==> src/rtl/multi_ch_clk_divider.sv <==
// NUM_CH independent divided clocks with tick strobes and a valid/ready half-period write port.
// Define CLK_DIV_STATUS_EN to add the cfg_pending and cfg_err status outputs.
module multi_ch_clk_divider #(
  parameter int NUM_CH   = 4,
  parameter int CNT_W    = 32,
  parameter int CH_W     = 2,
  parameter int DEF_HALF = 250000
) (
  input  logic              clk_50MHz,
  input  logic              reset,
  input  logic [NUM_CH-1:0] ch_en,
  input  logic              sync_restart,
  input  logic              cfg_valid,
  output logic              cfg_ready,
  input  logic [CH_W-1:0]   cfg_ch,
  input  logic [CNT_W-1:0]  cfg_half,
  output logic [NUM_CH-1:0] clk_out,
  output logic [NUM_CH-1:0] tick
`ifdef CLK_DIV_STATUS_EN
  ,
  output logic [NUM_CH-1:0] cfg_pending,
  output logic              cfg_err
`endif
);

  localparam int DEF_HALF_C = (DEF_HALF < 1) ? 1 : DEF_HALF;

  logic [CNT_W-1:0]  count_q     [NUM_CH];
  logic [CNT_W-1:0]  count_d     [NUM_CH];
  logic [CNT_W-1:0]  half_q      [NUM_CH];
  logic [CNT_W-1:0]  half_d      [NUM_CH];
  logic [CNT_W-1:0]  pend_half_q [NUM_CH];
  logic [CNT_W-1:0]  pend_half_d [NUM_CH];
  logic [NUM_CH-1:0] pending_q, pending_d;
  logic [NUM_CH-1:0] clk_q, clk_d;
  logic [NUM_CH-1:0] tick_q, tick_d;
  logic [NUM_CH-1:0] wr_sel, term, apply;
  logic [(2**CH_W)-1:0] pend_pad;
  logic              wr_acc;
  logic [CNT_W-1:0]  wr_half;

  // Channels beyond NUM_CH read as never pending, so writes to them are always accepted.
  always_comb begin
    pend_pad             = '0;
    pend_pad[NUM_CH-1:0] = pending_q;
  end

  assign cfg_ready = !pend_pad[cfg_ch];
  assign wr_acc    = cfg_valid && cfg_ready;
  assign wr_half   = (cfg_half == '0) ? CNT_W'(1) : cfg_half;
  assign clk_out   = clk_q;
  assign tick      = tick_q;

  always_comb begin
    for (int i = 0; i < NUM_CH; i++) begin
      // NOTE: every next-state value gets a default before any branch, so no latch is inferred.
      count_d[i]     = count_q[i];
      half_d[i]      = half_q[i];
      pend_half_d[i] = pend_half_q[i];
      pending_d[i]   = pending_q[i];
      clk_d[i]       = clk_q[i];
      tick_d[i]      = 1'b0;
      apply[i]       = 1'b0;
      wr_sel[i]      = wr_acc && (cfg_ch == CH_W'(i));
      term[i]        = (count_q[i] == half_q[i] - CNT_W'(1));

      if (sync_restart || !ch_en[i]) begin
        count_d[i] = '0;
        clk_d[i]   = 1'b0;
        apply[i]   = pending_q[i];
      end else if (term[i]) begin
        count_d[i] = '0;
        clk_d[i]   = !clk_q[i];
        tick_d[i]  = !clk_q[i];
        apply[i]   = pending_q[i];
      end else begin
        count_d[i] = count_q[i] + CNT_W'(1);
      end

      // Half only changes at a count reset, so the running half-cycle is never cut short.
      if (apply[i]) begin
        half_d[i]    = pend_half_q[i];
        pending_d[i] = 1'b0;
      end

      // A write is only accepted while not pending, so it never collides with apply.
      if (wr_sel[i]) begin
        if (sync_restart) begin
          half_d[i] = wr_half;
        end else begin
          pend_half_d[i] = wr_half;
          pending_d[i]   = 1'b1;
        end
      end
    end
  end

  always_ff @(posedge clk_50MHz) begin
    if (reset) begin
      for (int i = 0; i < NUM_CH; i++) begin
        count_q[i] <= '0;
        half_q[i]  <= CNT_W'(DEF_HALF_C);
      end
      pending_q <= '0;
      clk_q     <= '0;
      tick_q    <= '0;
    end else begin
      count_q   <= count_d;
      half_q    <= half_d;
      pending_q <= pending_d;
      clk_q     <= clk_d;
      tick_q    <= tick_d;
    end
  end

  // NOTE: the pending half-period store has no reset; it is only read while its pending bit is set.
  always_ff @(posedge clk_50MHz) begin
    pend_half_q <= pend_half_d;
  end

`ifdef CLK_DIV_STATUS_EN
  logic err_q;

  always_ff @(posedge clk_50MHz) begin
    if (reset) begin
      err_q <= 1'b0;
    end else if (wr_acc && ((cfg_half == '0) || (int'(cfg_ch) >= NUM_CH))) begin
      err_q <= 1'b1;
    end
  end

  assign cfg_pending = pending_q;
  assign cfg_err     = err_q;
`endif

endmodule

==> config.mk <==
export PLATFORM = sky130hd
export DESIGN_NAME = multi_ch_clk_divider
export DESIGN_NICKNAME = d
export VERILOG_FILES = /design/src/rtl/multi_ch_clk_divider.sv
export SDC_FILE = /design/constraint.sdc
export NUM_CORES = 1
export LEC_CHECK = 0
export ABC_AREA = 1
export ABC_CLOCK_PERIOD_IN_PS = 4100
export CORE_MARGIN = 8
export CORE_UTILIZATION = 40
export DETAILED_ROUTE_END_ITERATION = 12
export PLACE_DENSITY_LB_ADDON = 0.3
export SLEW_MARGIN = 10
export SYNTH_ARGS = -nofsm -noshare
export SYNTH_HDL_FRONTEND = slang
export SYNTH_SLANG_ARGS = --single-unit
==> constraint.sdc <==
create_clock -name clk_50MHz -period 4.1 [get_ports clk_50MHz]
set_input_delay 1.23 -clock clk_50MHz [delete_from_list [all_inputs] [get_ports clk_50MHz]]
set_output_delay 1.23 -clock clk_50MHz [all_outputs]
set_load 0.1 [all_outputs]
# --- Yosys cells after proc, flatten, opt, wreduce, memory -nomap -nowiden ---
# Index checks and enable logic that the tools add are counted.
word_totals:
  register_bits: 396
  latchBits: 0
  ramBits: 0
  mem_bits_ro: 0
  in_bits: 42
  out_inout_bits: 9
  mem_count: 0
op_classes:
  addsub: 8
  mul: 0
  div_mod_pow: 0
  n_lt_le_gt_ge: 1
  n_eq_ne: 7
  shifts: 0
  mux: 35
  bitwise: 5
  reduce_logical: 36
ops:
  columns: ["operator", "n"]
  rows:
  - ["2-to-1 mux 32 bit", 13]
  - ["adder 32 x 1 -> 32 bit, second input constant", 4]
  - ["equality test 32 bit", 4]
  - ["subtractor 32 x 1 -> 32 bit, second input constant", 4]
  - ["zero test 32 bit", 1]
  - ["OR reduction 3 bit", 8]
  - ["2-to-1 mux 1 bit", 21]
  - ["zero test 1 bit", 9]
  - ["AND reduction 2 bit", 4]
  - ["OR reduction 2 bit", 4]
  - ["logical AND 1 bit", 5]
  - ["inverter 1 bit", 5]
  - ["equality test 2 bit, second input constant", 2]
  - ["logical OR 1 bit", 4]
  - ["less-than comparator 2 x 3 -> 1 bit, second input constant", 1]
  - ["binary-select mux 1 bit (select 2 bit)", 1]
  - ["equality test 2 x 1 -> 1 bit, second input constant", 1]
  - ["zero test 2 bit", 1]

# --- Depth between registers and ports, before layout ---
# Gate-level depths: netlist (run 1).
depth:
  depth_word: 7
  depth_mapped: 22
  depth_no_buf: 21

# --- Least setup slack after synthesis (run 1) ---
# OpenSTA, ideal clock, no wires.
synth_path:
  path_kind: "input-to-reg"
  start: "in cfg_ch[1]"
  end: "reg pend_half_q[0] (netlist bit) (enable)"
  setup_ns: 0.421
  t_arrival_ns: 4.766
  required_ns: 3.679
  setup_slack_ns: -1.087
  path_stages: 6
  n_path_buf: 0
  cell_sequence: "nand2_1 -> o21ai_1 -> nand2_1 -> nor2_1 -> inv_1 -> nor2_1"
synth_between:
  elab_chain_len: 6
synth_rtl:
  columns: ["item", "line", "text"]
  rows:
  - ["start: declaration", "15", "input logic [CH_W-1:0] cfg_ch,"]
  - ["binary-select mux 1 bit (select 2 bit)", "48", "assign cfg_ready = !pend_pad[cfg_ch];"]
  - ["2-to-1 mux 1 bit (not written as such)", "48", null]
  - ["zero test 1 bit", "48", null]
  - ["named net cfg_ready", "14", "output logic cfg_ready,"]
  - ["logical AND 1 bit", "49", "assign wr_acc = cfg_valid && cfg_ready;"]
  - ["logical AND 1 bit", "64", "wr_sel[i] = wr_acc && (cfg_ch == CH_W'(i));"]
  - ["AND reduction 2 bit (no line)", null, null]
  - ["end signal: assignment", "118", "pend_half_q <= pend_half_d;"]
  - ["end: declaration", "32", "logic [CNT_W-1:0] pend_half_q [NUM_CH];"]
# The timed path passes the listed nets, and every way through them passes these cells. The select of a mux whose other input is x is not followed.
# A chain may end at the register's enable or synchronous reset.

# --- Worst setup path in the final report (run 1) ---
layout_path:
  start: "in cfg_ch[0]"
  end: "out cfg_ready"
layout_between:
  elab_chain_len: 3
layout_rtl:
  columns: ["item", "line"]
  rows:
  - ["binary-select mux 1 bit (select 2 bit)", "48"]
  - ["2-to-1 mux 1 bit (not written as such)", "48"]
  - ["zero test 1 bit", "48"]
  - ["end: declaration", "14"]
# No other way between the ends. The select of a mux whose other input is x is not followed.

==> results.cfg, run 1 <==
[run_status]
outcome = finished, final reports clean

[drt]
route.detailed.vias_per_inst = 5.01
detail_route.iter0.violations = 1815
via_count = 20700
final_antenna_net_count = 0
total_length_of_routed_wires_um = 66700
post_drt_wl_per_cell_um = 16.2
drc = 0
dr.pass1.iters = 5

[global_route]
grt.overflow.total = 0
grt_pass1_wl_um = 105000
gr-usage-all-layers_pct = 20.4
grt_antenna_before_repair = 3
grt_pass1_vias = 19100
grt_max_degree = 58

[critical_path]
path_class = input port to primary output
worst_ep_required_time_ps = 2870
cp_slowest_stage_delay_ps = 560
critical_path_peak_fanout = 5
cp-start-kind = input port
worst-r2r-setup-slack_ps = 430
critical_path.slowest_cell = sky130_fd_sc_hd__clkdlybuf4s50_1
crit_path_cell_trace = clkdlybuf4s50_1 > inv_1 > a311oi_1 > o21ai_2 > buf_12
crit_arrival_ps = 2560
setup.worst_path.end_class = primary output
worst_r2r_path_depth = 18

[timing]
worst_margin_pin_slew_ps = 994
timing.max_slew.rel_slack_pct = 33.5
period_needed_ps = 3790
fin_hold_ws_ps = 458
final-hold-violation-count = 0
report.final.setup_viol = 0
slew_violations = 0
finClkSkew_ps = 15.5
fmax_ghz = 0.264
timing.final.crit_share_pct = 92.5
timing.final.ws_setup_ps = 306
fin_setup_tns_ps = 0
rsz0062_at_grt = false

[layout]
mostFrequentLayoutCell = sky130_fd_sc_hd__nand2_1
layout.cells.non_filler = 4123
layout-drive-gt1-share_pct = 6.66
design.final.nets = 3379
multi_input_area_mm2 = 0.0112
final.fill_count = 5756
regArea_mm2 = 0.00921
area.growth.synth_to_final_pct = 12.7
highest_count_cells_in_the_layout_ignoring_fill_and_taps = 866 x sky130_fd_sc_hd__nand2_1, 450 x sky130_fd_sc_hd__inv_1, 386 x sky130_fd_sc_hd__nor2_1

[logic_synthesis]
syn-mean-instance-area_um2 = 6.88
synth_sequential_area_ratio_pct = 40.6
synthCells = 3299
netlist_area_mm2 = 0.0227
synth_nets = 3349
yosysWarningCount = 0
asyncSetResetFlopFracSynth_pct = 0
number_of_different_library_cells_in_the_post_synthesis_netlist = 51
synth_flop_cell = sky130_fd_sc_hd__dfxtp_1
seq_cells_post_synth = 396
number_of_enable_flip_flop_cells_after_synthesis = 128

[clocking]
cts_tree = yes
max-clock-path-buffers = 3
ctsHtreeMaxLevel = 2
clk_latency_ps = 580
clock_tree.root_cell = sky130_fd_sc_hd__clkbuf_16
cts_num_sinks = 396
tritoncts.num_buffers = 45
cts.clk_slew.worst_paths_ps = 60

[die]
die-width_um = 254
die_h_um = 254
floorplan.initialDensity_pct = 40.3
design.die.area_mm2 = 0.0646
fp-row-count = 87
io-pin-count = 51
core_region_area_mm2 = 0.0563

[hold_path]
timing.hold.worst_path_depth = 2
worst_hold_path_type = flop to flop

[placement]
post-place-cells = 4038
dpl_worst_slack_ps = 291
detailedPlacementHpwl_um = 48500
port_buffers = 50
gp_congestion = 0.912

[power_and_ir_drop]
p_per_area_mw_per_mm2 = 358
power_mw = 9.15
p_leak_nw = 10.5
vdd.ir_drop.worst_mv = 0.353

[job]
number_of_max_cap_violations = 0
==> flip-flops by register name, summed over array words and instances, names as in the netlist <==
name / count
pend_pad: 4
count_q: 128
tick: 4
half_q: 128
clk_out: 4
pend_half_q: 128
==> timing repair <==
| action | in CTS | in global routing |
|---|---|---|
| setup buffers | 0 | 0 |
| hold buffers | 0 | 0 |
| gates resized for setup | 0 | 1 |
| endpoints found under the hold margin | 0 | 0 |
| setup endpoints to repair | 0 | 3 |
==> cells by family after synthesis <==
family / count (synthesis) / synth area share, %
AO/OA/AOI/OAI: 294 / 6.83
XOR/XNOR: 138 / 5.51
buffers and inverters: 594 / 10.3
AND/OR/NAND/NOR: 1869 / 36.3
adder cells (fa/ha/maj): 8 / 0.441
flip-flops: 396 / 40.6
==> layer usage <==
| metal | GRT usage [%] | vias to the layer above | share of wire, % | wire, um |
|---|---|---|---|---|
| li1 | - | 10600 | - | - |
| met4 | 6.86 | 4 | 3.1 | 2100 |
| met2 | 32.0 | 638 | 43 | 29000 |
| met1 | 27.5 | 9325 | 45 | 30000 |
| met5 | 0 | - | 0.031 | 21 |
| met3 | 4.61 | 125 | 8.3 | 5550 |
==> Yosys cell counts, types with 35 or more instances <==
cell type | number | share of area [%]
sky130_fd_sc_hd__edfxtp_1 | 128 | 17
sky130_fd_sc_hd__dfxtp_1 | 268 | 24
sky130_fd_sc_hd__nand2_1 | 866 | 14
sky130_fd_sc_hd__clkbuf_1 | 84 | 1.4
sky130_fd_sc_hd__nand3_1 | 348 | 7.7
sky130_fd_sc_hd__nor2_1 | 391 | 6.5
sky130_fd_sc_hd__nand4_1 | 40 | 1.1
sky130_fd_sc_hd__xor2_1 | 77 | 3.0
sky130_fd_sc_hd__nor3b_1 | 35 | 1.2
sky130_fd_sc_hd__inv_1 | 450 | 7.4
sky130_fd_sc_hd__xnor2_1 | 58 | 2.2
sky130_fd_sc_hd__o21ai_0 | 59 | 1.3
sky130_fd_sc_hd__a21oi_1 | 186 | 4.1
sky130_fd_sc_hd__nor3_1 | 60 | 1.3
==> power breakdown <==
part           internal (mW)  switching, mW  total, mW
registers               4.13         0.0924       4.22
logic                  0.303          0.616      0.918
clock network           2.36           1.65       4.01
==> worst paths after layout <==
path	end	startpoint
worst max register to register	half_q[44]	half_q[32]
worst max-delay path	cfg_ready	cfg_ch[0]
worst min-delay path	half_q[108]	pend_half_q[108]
worst min register to register	half_q[108]	pend_half_q[108]
==> per-stage QoR <==
step	area, um^2	util [%]
floorplan	22700	-
global placement	24100	42.9
detailed placement	24100	42.9
CTS	25600	45.4
global route	25600	45.4
finish	25600	45.4
==> critical path: cells and delay by family <==
family	cells	cell delay [ps]
AOI/OAI and AO/OA	2	470
buffers and inverters	3	850
==> layout make-up <==
type                            instances  share of cell area (%)
Inverter                              467                    6.85
Sequential cell                       396                    36.0
Clock inverter                         21                   0.817
Tap cell                              756                    3.70
Antenna cell                            3                  0.0294
Clock buffer                           61                    4.83
Multi-Input combinational cell       2309                    43.7
Timing Repair Buffer                  110                    4.09
(Power assumes the default switching activity.)
==> run 2, diff against run 1 <==
--- a/config.mk
+++ b/config.mk
@@ -9,6 +9,7 @@
 export ABC_CLOCK_PERIOD_IN_PS = 4100
 export CORE_MARGIN = 8
 export CORE_UTILIZATION = 40
+export CTS_BUF_LIST = sky130_fd_sc_hd__clkbuf_16
 export DETAILED_ROUTE_END_ITERATION = 12
 export PLACE_DENSITY_LB_ADDON = 0.3
 export SLEW_MARGIN = 10
==> run 2 against run 1 <==
Cell count is the same. Clock-buffer cell count shrank 16. Worst setup slack is the same. Sequential share of layout area grew 0.071 points. Highest routed layer unchanged. Hold slack is essentially flat. Non-clock buffer count is the same. Flip-flop and latch count is the same. Combinational power is essentially flat. Clock power shrank 3%. Largest power group unchanged. Final area shrank 0.20%. Core utilization shrank 0.089 points. Via count is essentially flat.
==> results.cfg, run 2 (synthesis gave the netlist of run 1 again) <==
[layout]
layout-drive-gt1-share_pct = 6.54
reg_top3 = count_q: 128 flops, half_q: 128 flops, pend_half_q: 128 flops
layout.cells.non_filler = 4123
highest_count_cells_in_the_layout_ignoring_fill_and_taps = 866 x sky130_fd_sc_hd__nand2_1, 461 x sky130_fd_sc_hd__inv_1, 386 x sky130_fd_sc_hd__nor2_1
area.growth.synth_to_final_pct = 12.5
design.final.nets = 3379
mostFrequentLayoutCell = sky130_fd_sc_hd__nand2_1
finalInstanceArea_mm2 = 0.0255

[die]
core_region_area_mm2 = 0.0563
die-width_um = 254
fp-row-count = 87
floorplan.initialDensity_pct = 40.3
design.die.area_mm2 = 0.0646
io-pin-count = 51
die_h_um = 254

[clocking]
clk_latency_ps = 580
max-clock-path-buffers = 3
hold_buffers = 0
tritoncts.num_buffers = 45
ctsHtreeMaxLevel = 2
cts_resized = 0
cts_num_sinks = 396
post_cts.repair.setup_buffers = 0
cts_tree = yes
cts.clk_slew.worst_paths_ps = 60
clock_tree.root_cell = sky130_fd_sc_hd__clkbuf_16

[global_route]
grt_pass1_wl_um = 105000
grt_max_degree = 58
gr-usage-all-layers_pct = 20.4
grt_antenna_before_repair = 3
grt_pass1_vias = 19100
grt.overflow.total = 0

[critical_path]
path_class = input port to primary output
worst_r2r_path_depth = 18
cp_slowest_stage_delay_ps = 560
setup.worst_path.end_class = primary output
cp-start-kind = input port
crit_arrival_ps = 2560
crit_path_cell_trace = clkdlybuf4s50_1 > inv_1 > a311oi_1 > o21ai_2 > buf_12
critical_path.reg2reg.endpoint = half_q[47]
critical_path.slowest_cell = sky130_fd_sc_hd__clkdlybuf4s50_1
worst-r2r-setup-slack_ps = 460
critical_path_peak_fanout = 5
worst_r2r_startpoint = half_q[32]
worst_ep_required_time_ps = 2870

[timing]
report.final.setup_viol = 0
fin_setup_tns_ps = 0
fmax_ghz = 0.264
period_needed_ps = 3790
final-hold-violation-count = 0
worst_margin_pin_slew_ps = 994
timing.max_slew.rel_slack_pct = 33.5
slew_violations = 0
timing.final.crit_share_pct = 92.5
finClkSkew_ps = 14.8
rsz0062_at_grt = false

[hold_path]
timing.hold.worst.start = pend_half_q[4]
worst_hold_path_type = flop to flop
timing.hold.worst_path_depth = 2
worst_min_delay_path_endpoint = half_q[4]

[job]
number_of_max_cap_violations = 0

[drt]
detail_route.iter0.violations = 1846
post_drt_wl_per_cell_um = 16.2
route.detailed.vias_per_inst = 5.01
total_length_of_routed_wires_um = 66800
final_antenna_net_count = 0
drc = 0
dr.pass1.iters = 6
via_count = 20700

[run_status]
outcome = finished, final reports clean

[power_and_ir_drop]
p_per_area_mw_per_mm2 = 354
power_mw = 9.03
vdd.ir_drop.worst_mv = 0.351
p_leak_nw = 10.6

[placement]
dpl-instance-area_mm2 = 0.0241
detailedPlacementHpwl_um = 48500
gp_congestion = 0.912
post-place-cells = 4038
port_buffers = 50
run 2: cell count changes in the layout (fill, tap and decap cells not counted):
cell / previous run / this run
sky130_fd_sc_hd__clkbuf_8: 5 / 0
sky130_fd_sc_hd__inv_2: 15 / 16
sky130_fd_sc_hd__inv_1: 450 / 461
sky130_fd_sc_hd__clkinv_1: 9 / 13
sky130_fd_sc_hd__clkbuf_1: 11 / 0
run 2: per-layer routing:
| metal | track usage [%] | share of wire [%] |
|---|---|---|
| met1 | 27.6 | 45 |
| met2 | 32.0 | 43 |
| met3 | 4.40 | 8.1 |
| met4 | 6.85 | 3.0 |
| met5 | 0 | 0.031 |
run 2: worst max path at each step:
stage	start	end	slack, ps	depth (start not counted)
finish	cfg_ch[0]	cfg_ready	310	5
global route	half_q[32]	half_q[46]	100	18
CTS	cfg_ch[0]	cfg_ready	290	5
detailed placement	cfg_ch[0]	cfg_ready	290	5
global placement	cfg_ch[0]	cfg_ready	350	5
floorplan	cfg_ch[1]	pend_half_q[0]	60	6
run 2: critical path: cells and delay by family:
kind | cells | cell delay (ps)
AO/OA/AOI/OAI | 2 | 470
buffers and inverters | 3 | 850
run 2: power breakdown:
part           switching, mW  total [mW]  internal, mW
Clock                   1.65        3.89          2.24
Sequential            0.0925        4.23          4.13
Combinational          0.616       0.919         0.303
run 2: layout make-up:
| class | count | area (um^2) |
|---|---|---|
| fillers | 5766 | 30800 |
| multi-input cells | 2309 | 11200 |
| flip-flops and latches | 396 | 9210 |
| inverters | 467 | 1750 |
| clock buffers | 45 | 1130 |
| repair buffers | 110 | 1050 |
| well taps | 756 | 946 |
| clock inverters | 37 | 269 |
| diodes | 3 | 7.51 |
run 2: metrics by stage:
step           hold WS, ps  setup slack [ps]  util [%]
2_1_floorplan          427              60.9         -
3_3_place_gp           439               346      42.9
3_5_place_dp           443               291      42.9
4_1_cts                456               289      45.3
5_1_grt                478               102      45.3
6_report               458               306      45.4
